===== config.mk =====
export PLATFORM = sky130hd
export DESIGN_NAME = dm_rmw_ctrl
export DESIGN_NICKNAME = d
export VERILOG_FILES = /design/src/rtl/dm_rmw_ctrl.sv
export SDC_FILE = /design/constraint.sdc
export NUM_CORES = 1
export LEC_CHECK = 0
export ABC_AREA = 1
export CORE_MARGIN = 4
export CORE_UTILIZATION = 40
export DETAILED_ROUTE_END_ITERATION = 10
export GPL_TIMING_DRIVEN = 0
export PLACE_DENSITY_LB_ADDON = 0.12
export SETUP_SLACK_MARGIN = 0.1
export SYNTH_ARGS = -nofsm -noshare
export SYNTH_HDL_FRONTEND = slang
export SYNTH_SLANG_ARGS = --single-unit

===== constraint.sdc =====
create_clock -name clk -period 1.91 [get_ports clk]
set_clock_uncertainty 0.05 [all_clocks]
set_input_delay 0.191 -clock clk [delete_from_list [all_inputs] [get_ports clk]]
set_output_delay 0.191 -clock clk [all_outputs]
set_load 0.01 [all_outputs]

===== src/rtl/dm_rmw_ctrl.sv =====
// CPU-to-memory access controller. It turns half-word and byte stores into a read-modify-write
// sequence on a word-only memory port that has no byte enables.
module dm_rmw_ctrl (
    input  logic        clk,
    input  logic        reset,
    input  logic        Req,
    input  logic        We,
    input  logic [31:0] Addr,
    input  logic [31:0] WData,
    input  logic [1:0]  Size,
    output logic        Busy,
    output logic        Done,
    output logic [31:0] RData,
    output logic        Mem_En,
    output logic        Mem_We,
    output logic [31:0] Mem_Addr,
    output logic [31:0] Mem_WData,
    input  logic [31:0] Mem_RData,
    input  logic        Mem_Ready
);

    typedef enum logic [2:0] {IDLE, RD, RMW_RD, RMW_WR, WR, RESP} state_t;

    state_t      state_reg;
    logic        we_reg;
    logic [31:0] addr_reg;
    logic [31:0] wdata_reg;
    logic [1:0]  size_reg;
    logic [31:0] merge_reg;
    logic [31:0] merged;

    // Each byte lane either takes store data or passes the read word through.
    // A half-word store always occupies an aligned lane pair selected by Addr[1] only.
    genvar gi;
    generate
        for (gi = 0; gi < 4; gi++) begin : g_lane
            localparam logic [1:0] LANE = 2'(gi);
            logic       sel;
            logic [7:0] src;
            assign sel = (size_reg == 2'b10) ? (addr_reg[1:0] == LANE)
                                             : ((size_reg == 2'b01) && (addr_reg[1] == LANE[1]));
            assign src = (size_reg == 2'b10) ? wdata_reg[7:0] : wdata_reg[8*(gi%2) +: 8];
            assign merged[8*gi +: 8] = sel ? src : Mem_RData[8*gi +: 8];
        end
    endgenerate

    always_ff @(posedge clk or negedge reset) begin
        if (!reset) begin
            state_reg <= IDLE;
            we_reg    <= 1'b0;
            addr_reg  <= '0;
            wdata_reg <= '0;
            size_reg  <= '0;
            merge_reg <= '0;
            Busy      <= 1'b0;
            Done      <= 1'b0;
            RData     <= '0;
            Mem_En    <= 1'b0;
            Mem_We    <= 1'b0;
            Mem_Addr  <= '0;
            Mem_WData <= '0;
        end else begin
            case (state_reg)
                IDLE: begin
                    Done <= 1'b0;
                    if (Req) begin
                        we_reg    <= We;
                        addr_reg  <= Addr;
                        wdata_reg <= WData;
                        size_reg  <= Size;
                        Busy      <= 1'b1;
                        Mem_En    <= 1'b1;
                        Mem_Addr  <= {Addr[31:2], 2'b00};
                        if (!We) begin
                            state_reg <= RD;
                            Mem_We    <= 1'b0;
                            Mem_WData <= '0;
                        end else if (Size == 2'b00 || Size == 2'b11) begin
                            state_reg <= WR;
                            Mem_We    <= 1'b1;
                            Mem_WData <= WData;
                        end else begin
                            state_reg <= RMW_RD;
                            Mem_We    <= 1'b0;
                            Mem_WData <= '0;
                        end
                    end
                end
                RD: begin
                    if (Mem_Ready) begin
                        RData     <= Mem_RData;
                        state_reg <= RESP;
                        Done      <= 1'b1;
                        Mem_En    <= 1'b0;
                        Mem_We    <= 1'b0;
                        Mem_Addr  <= '0;
                        Mem_WData <= '0;
                    end else begin
                        Mem_Addr <= {addr_reg[31:2], 2'b00};
                    end
                end
                RMW_RD: begin
                    if (Mem_Ready) begin
                        merge_reg <= merged;
                        state_reg <= RMW_WR;
                        Mem_We    <= we_reg;
                        Mem_WData <= merged;
                    end else begin
                        Mem_Addr <= {addr_reg[31:2], 2'b00};
                    end
                end
                WR, RMW_WR: begin
                    if (Mem_Ready) begin
                        state_reg <= RESP;
                        Done      <= 1'b1;
                        Mem_En    <= 1'b0;
                        Mem_We    <= 1'b0;
                        Mem_Addr  <= '0;
                        Mem_WData <= '0;
                    end else begin
                        Mem_Addr  <= {addr_reg[31:2], 2'b00};
                        Mem_WData <= (state_reg == WR) ? wdata_reg : merge_reg;
                    end
                end
                RESP: begin
                    // Req is deliberately not sampled here; it is re-evaluated from IDLE.
                    state_reg <= IDLE;
                    Done      <= 1'b0;
                    Busy      <= 1'b0;
                end
                default: begin
                    state_reg <= IDLE;
                    Done      <= 1'b0;
                    Busy      <= 1'b0;
                    Mem_En    <= 1'b0;
                    Mem_We    <= 1'b0;
                    Mem_Addr  <= '0;
                    Mem_WData <= '0;
                end
            endcase
        end
    end

endmodule


Yosys cells after proc, flatten, opt, wreduce, memory -nomap -nowiden

Cells that the tools add are included.

Word-level logic and storage cells: 92
Output and inout bits: 100
Input port bits: 103
Bits in registers: 202

Multiplexer cells: 38
Bitwise operators: 5
Eq/ne operators: 16
Reductions and logical operators: 20

Operators with widths:

| cell                 | number |
|---|---|
| $mux W32             | 10 |
| $pmux W32 S5         | 1 |
| $pmux W32 S4         | 1 |
| $mux W8              | 5 |
| $mux W3              | 5 |
| $mux W1              | 11 |
| $reduce_and A2 Y1    | 5 |
| $pmux W3 S3          | 1 |
| $reduce_and A3 Y1    | 3 |
| $eq A2 B2 Y1 const B | 4 |
| $ne A2 B2 Y1 const B | 4 |
| $reduce_and A4 Y1    | 2 |
| $eq A3 B2 Y1 const B | 2 |
| $eq A3 B3 Y1 const B | 2 |
| $not A1 Y1           | 5 |
| $eq A2 B1 Y1 const B | 2 |
| $logic_not A2 Y1     | 2 |
| $pmux W1 S2          | 2 |
| $pmux W1 S4          | 1 |
| $reduce_or A2 Y1     | 2 |
| $reduce_or A4 Y1     | 1 |
| $eq A3 B1 Y1 const B | 1 |
| $logic_not A3 Y1     | 1 |
| $pmux W1 S3          | 1 |
| 4 further kinds      | 5 |

Longest topological paths before layout

Gate-level depths: netlist of the first run.

Word-level depth: 6
Mapped depth: 10
Gate-level depth less buffers: 10

Least setup slack after synthesis of the first run

Ideal clock, no wire load.

Path type: reg2reg
Start point: register state_reg[0]
End point: register Mem_WData[3]
Arrival: 1.343 ns
Setup time: 0.117 ns
Clock period less this slack: 1.509 ns
Data required time: 1.743 ns
Path slack: 0.401 ns
Cell stages (with the launch flop): 10
Path buffers: 1
Cells stage by stage: dfrtp_1 > nor2_1 > clkbuf_1 > nand3_1 > nand2_1 > nor2_1 > nor2_1 > nand2_1 > nand2_1 > nand2_1

Cells in the longest elaborated chain, start to end: 4
Elaborated cells between the ends (all ways): 15
Those cells by class: eq/ne: 8; mux: 3; bitwise: 1; reduce/logical: 3

RTL lines:

| item                     | line    | RTL |
|---|---|---|
| start: declaration       | 24      | `state_t state_reg;` |
| start signal: assignment | 49      | `state_reg <= IDLE;` |
| start signal: assignment | 75      | `state_reg <= RD;` |
| start signal: assignment | 79      | `state_reg <= WR;` |
| $eq A3 B3 Y1             | 63, 122 |  |
| $mux W32                 | 122     | `Mem_WData <= (state_reg == WR) ? wdata_reg : merge_reg;` |
| $mux W32                 | 113     | `if (Mem_Ready) begin` |
| $pmux W32 S5             | 63      | `case (state_reg)` |
| end signal: assignment   | 81      | `Mem_WData <= WData;` |
| end signal: assignment   | 107     | `Mem_WData <= merged;` |
| end signal: assignment   | 122     |  |
| end: declaration         | 17      | `output logic [31:0] Mem_WData,` |

Several ways; a longest one is shown, not always the timed one.
A chain may end at the register's enable or synchronous reset.

Worst setup path in the final report of the first run

Start point: register size_reg[0]
End point: register Mem_WData[30]

Cells in the longest elaborated chain, start to end: 6
Elaborated cells between the ends (all ways): 8
Those cells by class: eq/ne: 2; mux: 5; reduce/logical: 1

RTL lines:

| item                     | line | RTL |
|---|---|---|
| start: declaration       | 28   | `logic [1:0] size_reg;` |
| start signal: assignment | 70   | `size_reg <= Size;` |
| $eq A2 B1 Y1             | 41   | `: ((size_reg == 2'b01) && (addr_reg[1] == LANE[1]));` |
| $logic_and A1 B1 Y1      | 41   |  |
| $mux W1                  | 40   | `assign sel = (size_reg == 2'b10) ? (addr_reg[1:0] == LANE)` |
| $mux W8 *                | 43   | `assign merged[8*gi +: 8] = sel ? src : Mem_RData[8*gi +: 8];` |
| $mux W32 *               | 103  | `if (Mem_Ready) begin` |
| $pmux W32 S5 *           | 63   |  |

Every way passes the cells marked *; elsewhere a longest branch is shown, timed or not. The select of a mux whose other input is x is not followed.

==> results by group, run 1 <==
Placed design
  • Pre-CTS WS: -0.3236 ns
  • Number of port buffers: 199
  • Post-DP Area: 0.01265 sq mm
  • Post-placement cell count: 1903
  • Gpl congestion: 0.9189
  • DP Wirelength: 23770 um

Run status
  • Status: finished clean

Clocking
  • CTS tree: done
  • H-tree levels: 4
  • Sink Count: 200
  • CTS max path bufs: 2
  • Clk root buf: clkbuf_16
  • Num CTS Buffers: 17
  • Clk slew on worst S/H paths: 0.08 ns
  • Worst-skew pair later-pin latency: 0.44 ns

Setup path
  • Slowest cell on crit path: dfrtp_2
  • Crit path kind: flop to flop
  • CP endpoint kind: flop
  • Slowest cell delay on critical path: 0.46 ns
  • Critical path depth: 9
  • CP Launch Type: flop
  • Top delay family on crit path: simple AND/OR/NAND/NOR gates
  • Critical Path AT: 2.05 ns
  • CP bufs+invs: 2
  • Worst path cell trace: inv_1, nand2_2, buf_6, o21ai_1, nand2_1, nand3_1, nand2_1, nand2_1, nand2_1
  • Worst reg2reg path depth: 9
  • Crit path max fanout: 10
  • Crit-path most repeated cell: nand2_1
  • CP Data Required Time: 2.19 ns

Timing
  • RSZ-0062 raised after global routing: true
  • Slew of the pin with the lowest slew margin: 0.5950 ns
  • Final worst path period share: 92.54%
  • Fin. max-slew vios: 0
  • Final hold viol count: 0
  • Fin Setup TNS: 0 ns
  • # setup viols final: 0
  • PnR worst setup slack: 0.1426 ns
  • Fin crit period: 1.767 ns
  • Highest clock rate: 0.5658 GHz
  • Min Hold Slack: 0.3082 ns
  • Max transition margin: 60.33%

Power
  • Combinational share of power: 49.9%
  • PD cells: 1571 mW/mm^2
  • Clock power frac: 17.5%
  • Worst IR Drop VDD: 0.8722 mV
  • Flop pwr share: 32.6%
  • Psw: 8.972 mW
  • Leakage: 6.766 nW
  • Overall Power: 21.51 mW
  • Internal power: 12.54 mW
  • Sw Share: 41.70%

Finish
  • Layout overhead on the synthesized area: 34.52%
  • Area of the multi-input gates: 0.004514 sq mm
  • Layout cells sized above 1: 11.44%
  • Filler Cells Inserted: 2476
  • Sequential cell area: 0.005009 sq mm
  • Finished Core Util: 54.54%
  • Fin nets: 1707
  • Cell Count, Final, Fillers Out: 1947
  • ANT cells: 0
  • Non-Filler Cell Area, Final: 0.01370 sq mm

Synthesis
  • Synth area leaders: dfrtp_1, nand2_1, nand3_1
  • Synthesized area: 0.01018 sq mm
  • Top cell type's share of synthesized area: 49.16%
  • Ys Warns: 0
  • Leading area contributor after synthesis: dfrtp_1
  • Cell count after synthesis: 1371
  • Register area share after synthesis: 49.16%
  • Seq cells post-synth: 200
  • Synth unique cells: 23
  • Syn_area_per_cell: 7.426 sq um

Drt
  • First-pass DRT Iterations: 5
  • WL met3: 2325 um
  • Met1 Wirelength: 13950 um
  • Top Layer Used: met5
  • Via count: 9764
  • Vias/cell: 5.015
  • Met2 routed WL: 15570 um
  • Antenna violation net count after detailed routing: 0
  • Routed length per placed instance: 16.76 um
  • DRC viols: 0
  • WL final: 32630 um
  • Drt first-iter violations: 813

Run
  • Maxcap violations: 0

Floorplan
  • Die area: 0.02807 sq mm
  • Die Y: 167.5 um
  • Rows: 58
  • Initial core utilization: 40.55%
  • Die X: 167.5 um
  • Core area: 0.02511 sq mm
  • I/O Pins: 203

Worst hold path
  • Hold path cells: 3
  • Hold crit path type: input pin to flop

GRT
  • Grt ovf: 0
  • Initial antenna violation count: 3
  • Maximum number of pins on one net before global-route repair: 118
  • Overall Global Routing Usage: 22.94%
  • Vias in the first global route: 9455
  • First-pass GRT wire length: 51750 um
## metal layers
layer  vias up  global-route usage, %
met5         -                      0
met4         6                  6.598
li1       4799                      -
met1      4627                  30.98
met3        39                  4.863
met2       293                  37.50
## worst register-to-register path, stage by stage, from the launching register on
cell     delay (ns)
dfrtp_2        0.46
inv_1          0.10
nand2_2        0.14
buf_6          0.19
o21ai_1        0.27
nand2_1        0.13
nand3_1        0.14
nand2_1        0.07
nand2_1        0.06
nand2_1        0.05
## cells in the mapped netlist
cell and instances:
nand3b_1 1, a21oi_1 34, conb_1 1, nand2_1 456, clkbuf_1 26, nand2_2 4, clkinv_1 1, buf_2 43
inv_2 3, buf_1 6, nor2_4 1, nand4_1 1, inv_1 110, mux2_2 32, dfrtp_1 200, buf_6 3
nor2_2 1, o21ai_1 1, o21ai_0 78, nor2_1 139, nand3_1 226, and3_1 1, buf_4 3
## power groups by stage
| stage | Sequential, mW | Clock [mW] | Combinational (mW) |
|---|---|---|---|
| final | 7.01 | 3.76 | 10.7 |
| after global routing | 7.24 | 4.00 | 11.9 |
| after CTS | 6.98 | 3.83 | 10.1 |
| after detailed placement | 7.02 | 0 | 9.85 |
| after global placement | 6.99 | 0 | 9.72 |
| after floorplan | 7.24 | 0 | 5.65 |
## cell families after synthesis
group | after synthesis | synth area share (%)
AND/OR/NAND/NOR | 830 | 33.66
flip-flops | 200 | 49.16
buffers and inverters | 195 | 8.050
AO/OA/AOI/OAI | 113 | 5.555
multiplexers | 32 | 3.539
other | 1 | 0.03683
## worst paths after layout
kind	to	slack (ns)	startpoint
setup reg to reg	Mem_WData[30]$_DFFE_PN0P_	0.14	size_reg[0]$_DFFE_PN0P_
min in group asynchronous	RData[11]$_DFFE_PN0P_	0.36	reset
setup / recovery	Mem_WData[30]$_DFFE_PN0P_	0.14	size_reg[0]$_DFFE_PN0P_
hold reg to reg	Mem_We$_DFFE_PN0P_	0.43	Mem_We$_DFFE_PN0P_
hold / removal	RData[7]$_DFFE_PN0P_	0.31	Mem_RData[7]
max in group asynchronous	RData[25]$_DFFE_PN0P_	0.62	reset
## layout make-up
| type | count | share of cell area, % |
|---|---|---|
| Tap cell | 330 | 3.015 |
| Clock buffer | 19 | 3.234 |
| Multi-Input combinational cell | 977 | 32.96 |
| Sequential cell | 200 | 36.57 |
| Inverter | 114 | 3.234 |
| Clock inverter | 13 | 1.160 |
| Buffer | 80 | 3.791 |
| Timing Repair Buffer | 214 | 16.03 |
## timing repair
action,CTS,global route
pin swaps,1,5
endpoints found under the setup margin,172,197
hold buffers,1,0
resized for setup,44,87
cloned,0,2
setup buffers,3,7
hold endpoints to repair,116,0
## placed cells by master (no fill, tap or decap), types with 4 or more instances in the layout
cell type	n
clkbuf_2	10
inv_8	4
a21oi_1	34
mux2_2	32
inv_2	4
inv_1	107
clkbuf_4	11
nor2_1	131
dfrtp_1	197
buf_2	19
buf_1	4
buf_8	4
o21ai_0	70
o21ai_2	7
clkdlybuf4s50_1	198
nand2_2	9
nor2_4	7
clkbuf_16	18
nand2_1	448
buf_4	22
clkbuf_1	13
buf_6	8
nand3_1	222
Power figures use the tool's default switching activity.
==> inputs of run 2 (changes only) <==
- CTS_BUF_LIST: not set -> sky130_fd_sc_hd__clkbuf_16
- SETUP_SLACK_MARGIN: 0.1 -> not set
==> run 2 against run 1 <==
Compared with the run above: first-iteration DRC count decreased by 4.1%; via count increased by 0.25%; worst hold slack got worse by 0.0082 ns; routed wire length about the same; core utilization decreased by 0.94 points.
==> results by group, run 2 (synthesis results as in run 1) <==
Run status
  • Status: finished clean

Setup path
  • Slowest cell on crit path: dfrtp_1
  • Critical Path AT: 2.15 ns
  • Crit path max fanout: 10
  • CP Data Required Time: 2.20 ns
  • CP endpoint kind: flop
  • Worst path cell trace: inv_1, nand2_2, clkbuf_4, o21ai_1, nand2_1, nand3_1, nand2_1, nand2_1, nand2_1
  • Crit-path most repeated cell: nand2_1
  • Critical path origin: size_reg[0]$_DFFE_PN0P_
  • Top delay family on crit path: simple AND/OR/NAND/NOR gates
  • Slowest cell delay on critical path: 0.45 ns
  • CP Launch Type: flop
  • Worst r2r src: size_reg[0]$_DFFE_PN0P_
  • CP bufs+invs: 2
  • Crit path kind: flop to flop

Timing
  • Slew of the pin with the lowest slew margin: 0.5971 ns
  • Highest clock rate: 0.5372 GHz
  • PnR worst setup slack: 0.04859 ns
  • # setup viols final: 0
  • Fin crit period: 1.861 ns
  • Final worst path period share: 97.46%
  • Min Hold Slack: 0.3000 ns
  • Fin. max-slew vios: 0
  • RSZ-0062 raised after global routing: true
  • Fin Setup TNS: 0 ns
  • Final hold viol count: 0
  • Max transition margin: 60.19%

Clocking
  • Sink Count: 200
  • Clk root buf: clkbuf_16
  • H-tree levels: 4
  • Worst-skew pair later-pin latency: 0.44 ns
  • CTS max path bufs: 2
  • CTS tree: done
  • Num CTS Buffers: 17
  • Clk slew on worst S/H paths: 0.08 ns

GRT
  • First-pass GRT wire length: 51690 um
  • Maximum number of pins on one net before global-route repair: 118
  • Initial antenna violation count: 3
  • Grt ovf: 0
  • Vias in the first global route: 9440
  • Overall Global Routing Usage: 22.94%

Drt
  • Antenna violation net count after detailed routing: 0
  • First-pass DRT Iterations: 5
  • Via count: 9788
  • Drt first-iter violations: 780
  • WL final: 32600 um
  • DRC viols: 0
  • Routed length per placed instance: 16.78 um
  • Vias/cell: 5.038

Placed design
  • Number of port buffers: 199
  • Pre-CTS WS: -0.3236 ns
  • Gpl congestion: 0.9189
  • DP Wirelength: 23770 um

Run
  • Maxcap violations: 0

Worst hold path
  • Hold_sp: Mem_RData[7]
  • Hold crit path type: input pin to flop

Floorplan
  • Die Y: 167.5 um
  • I/O Pins: 203
  • Initial core utilization: 40.55%
  • Rows: 58
  • Core area: 0.02511 sq mm
  • Die area: 0.02807 sq mm
  • Die X: 167.5 um

Finish
  • Leading cell type in the layout, fill and taps excluded: nand2_1
  • Most frequent cells in the layout: nand2_1, nand3_1, dfrtp_1, clkdlybuf4s50_1, nor2_1
  • Layout cells sized above 1: 10.35%
  • ANT cells: 0
  • Fin nets: 1703
  • Layout overhead on the synthesized area: 32.21%

Power
  • PD cells: 1561 mW/mm^2
  • Worst IR Drop VDD: 0.8697 mV
  • Leakage: 6.683 nW
run 2: where the power goes:
group	internal, mW	switching, mW
registers	6.08	0.914
logic	4.11	6.17
clock network	1.97	1.77
total	12.2	8.85
run 2: worst register-to-register path, stage by stage (launching register included):
cell      delay, ns
dfrtp_1        0.45
inv_1          0.11
nand2_2        0.13
clkbuf_4       0.23
o21ai_1        0.32
nand2_1        0.14
nand3_1        0.13
nand2_1        0.08
nand2_1        0.07
nand2_1        0.05
run 2: path summary, 6_finish.rpt:
kind / end / slack (ns) / cells after the start
min in group asynchronous: RData[13]$_DFFE_PN0P_ / 0.35 / 3
worst max register to register: Mem_WData[29]$_DFFE_PN0P_ / 0.05 / 9
worst min-delay path: RData[7]$_DFFE_PN0P_ / 0.30 / 3
max in group asynchronous: wdata_reg[22]$_DFFE_PN0P_ / 0.62 / 4
worst min register to register: Mem_We$_DFFE_PN0P_ / 0.43 / 2
worst max-delay path: Mem_WData[29]$_DFFE_PN0P_ / 0.05 / 9
run 2: metrics by stage:
stage / instances / total power, mW / cell area (sq um) / util, %
after floorplan: 1372 / 12.89 / 10180 / -
after global placement: 1901 / 16.70 / 12590 / 50.14
after detailed placement: 1903 / 16.87 / 12650 / 50.38
after CTS: 1940 / 20.75 / 13300 / 52.97
after global routing: 1943 / 22.63 / 13460 / 53.61
final: 1943 / 21.01 / 13460 / 53.61
run 2: layer usage:
metal  part of all wire [%]  global-route usage (%)  wire, um
met5                   0.10                       0        34
met4                    1.5                   5.646       488
met3                    6.5                   4.674      2131
met2                     48                   37.87     15760
met1                     43                   31.17     14180
run 2: cell type report:
class                           count  area (sq um)
Buffer                             81         455.4
Clock buffer                       17         425.4
Clock inverter                     15         166.4
Fill cell                        2504         11650
Inverter                          114         439.2
Multi-Input combinational cell    977          4438
Sequential cell                   200          5007
Tap cell                          330         412.9
Timing Repair Buffer              209          2116
run 2: timing repair:
action | CTS | global route
pin swaps | 1 | 1
cloned | 0 | 1
setup buffers | 4 | 2
endpoints found under the setup margin | 99 | 152
hold buffers | 1 | 0
endpoints found under the hold margin | 116 | 0
gates resized for setup | 10 | 72
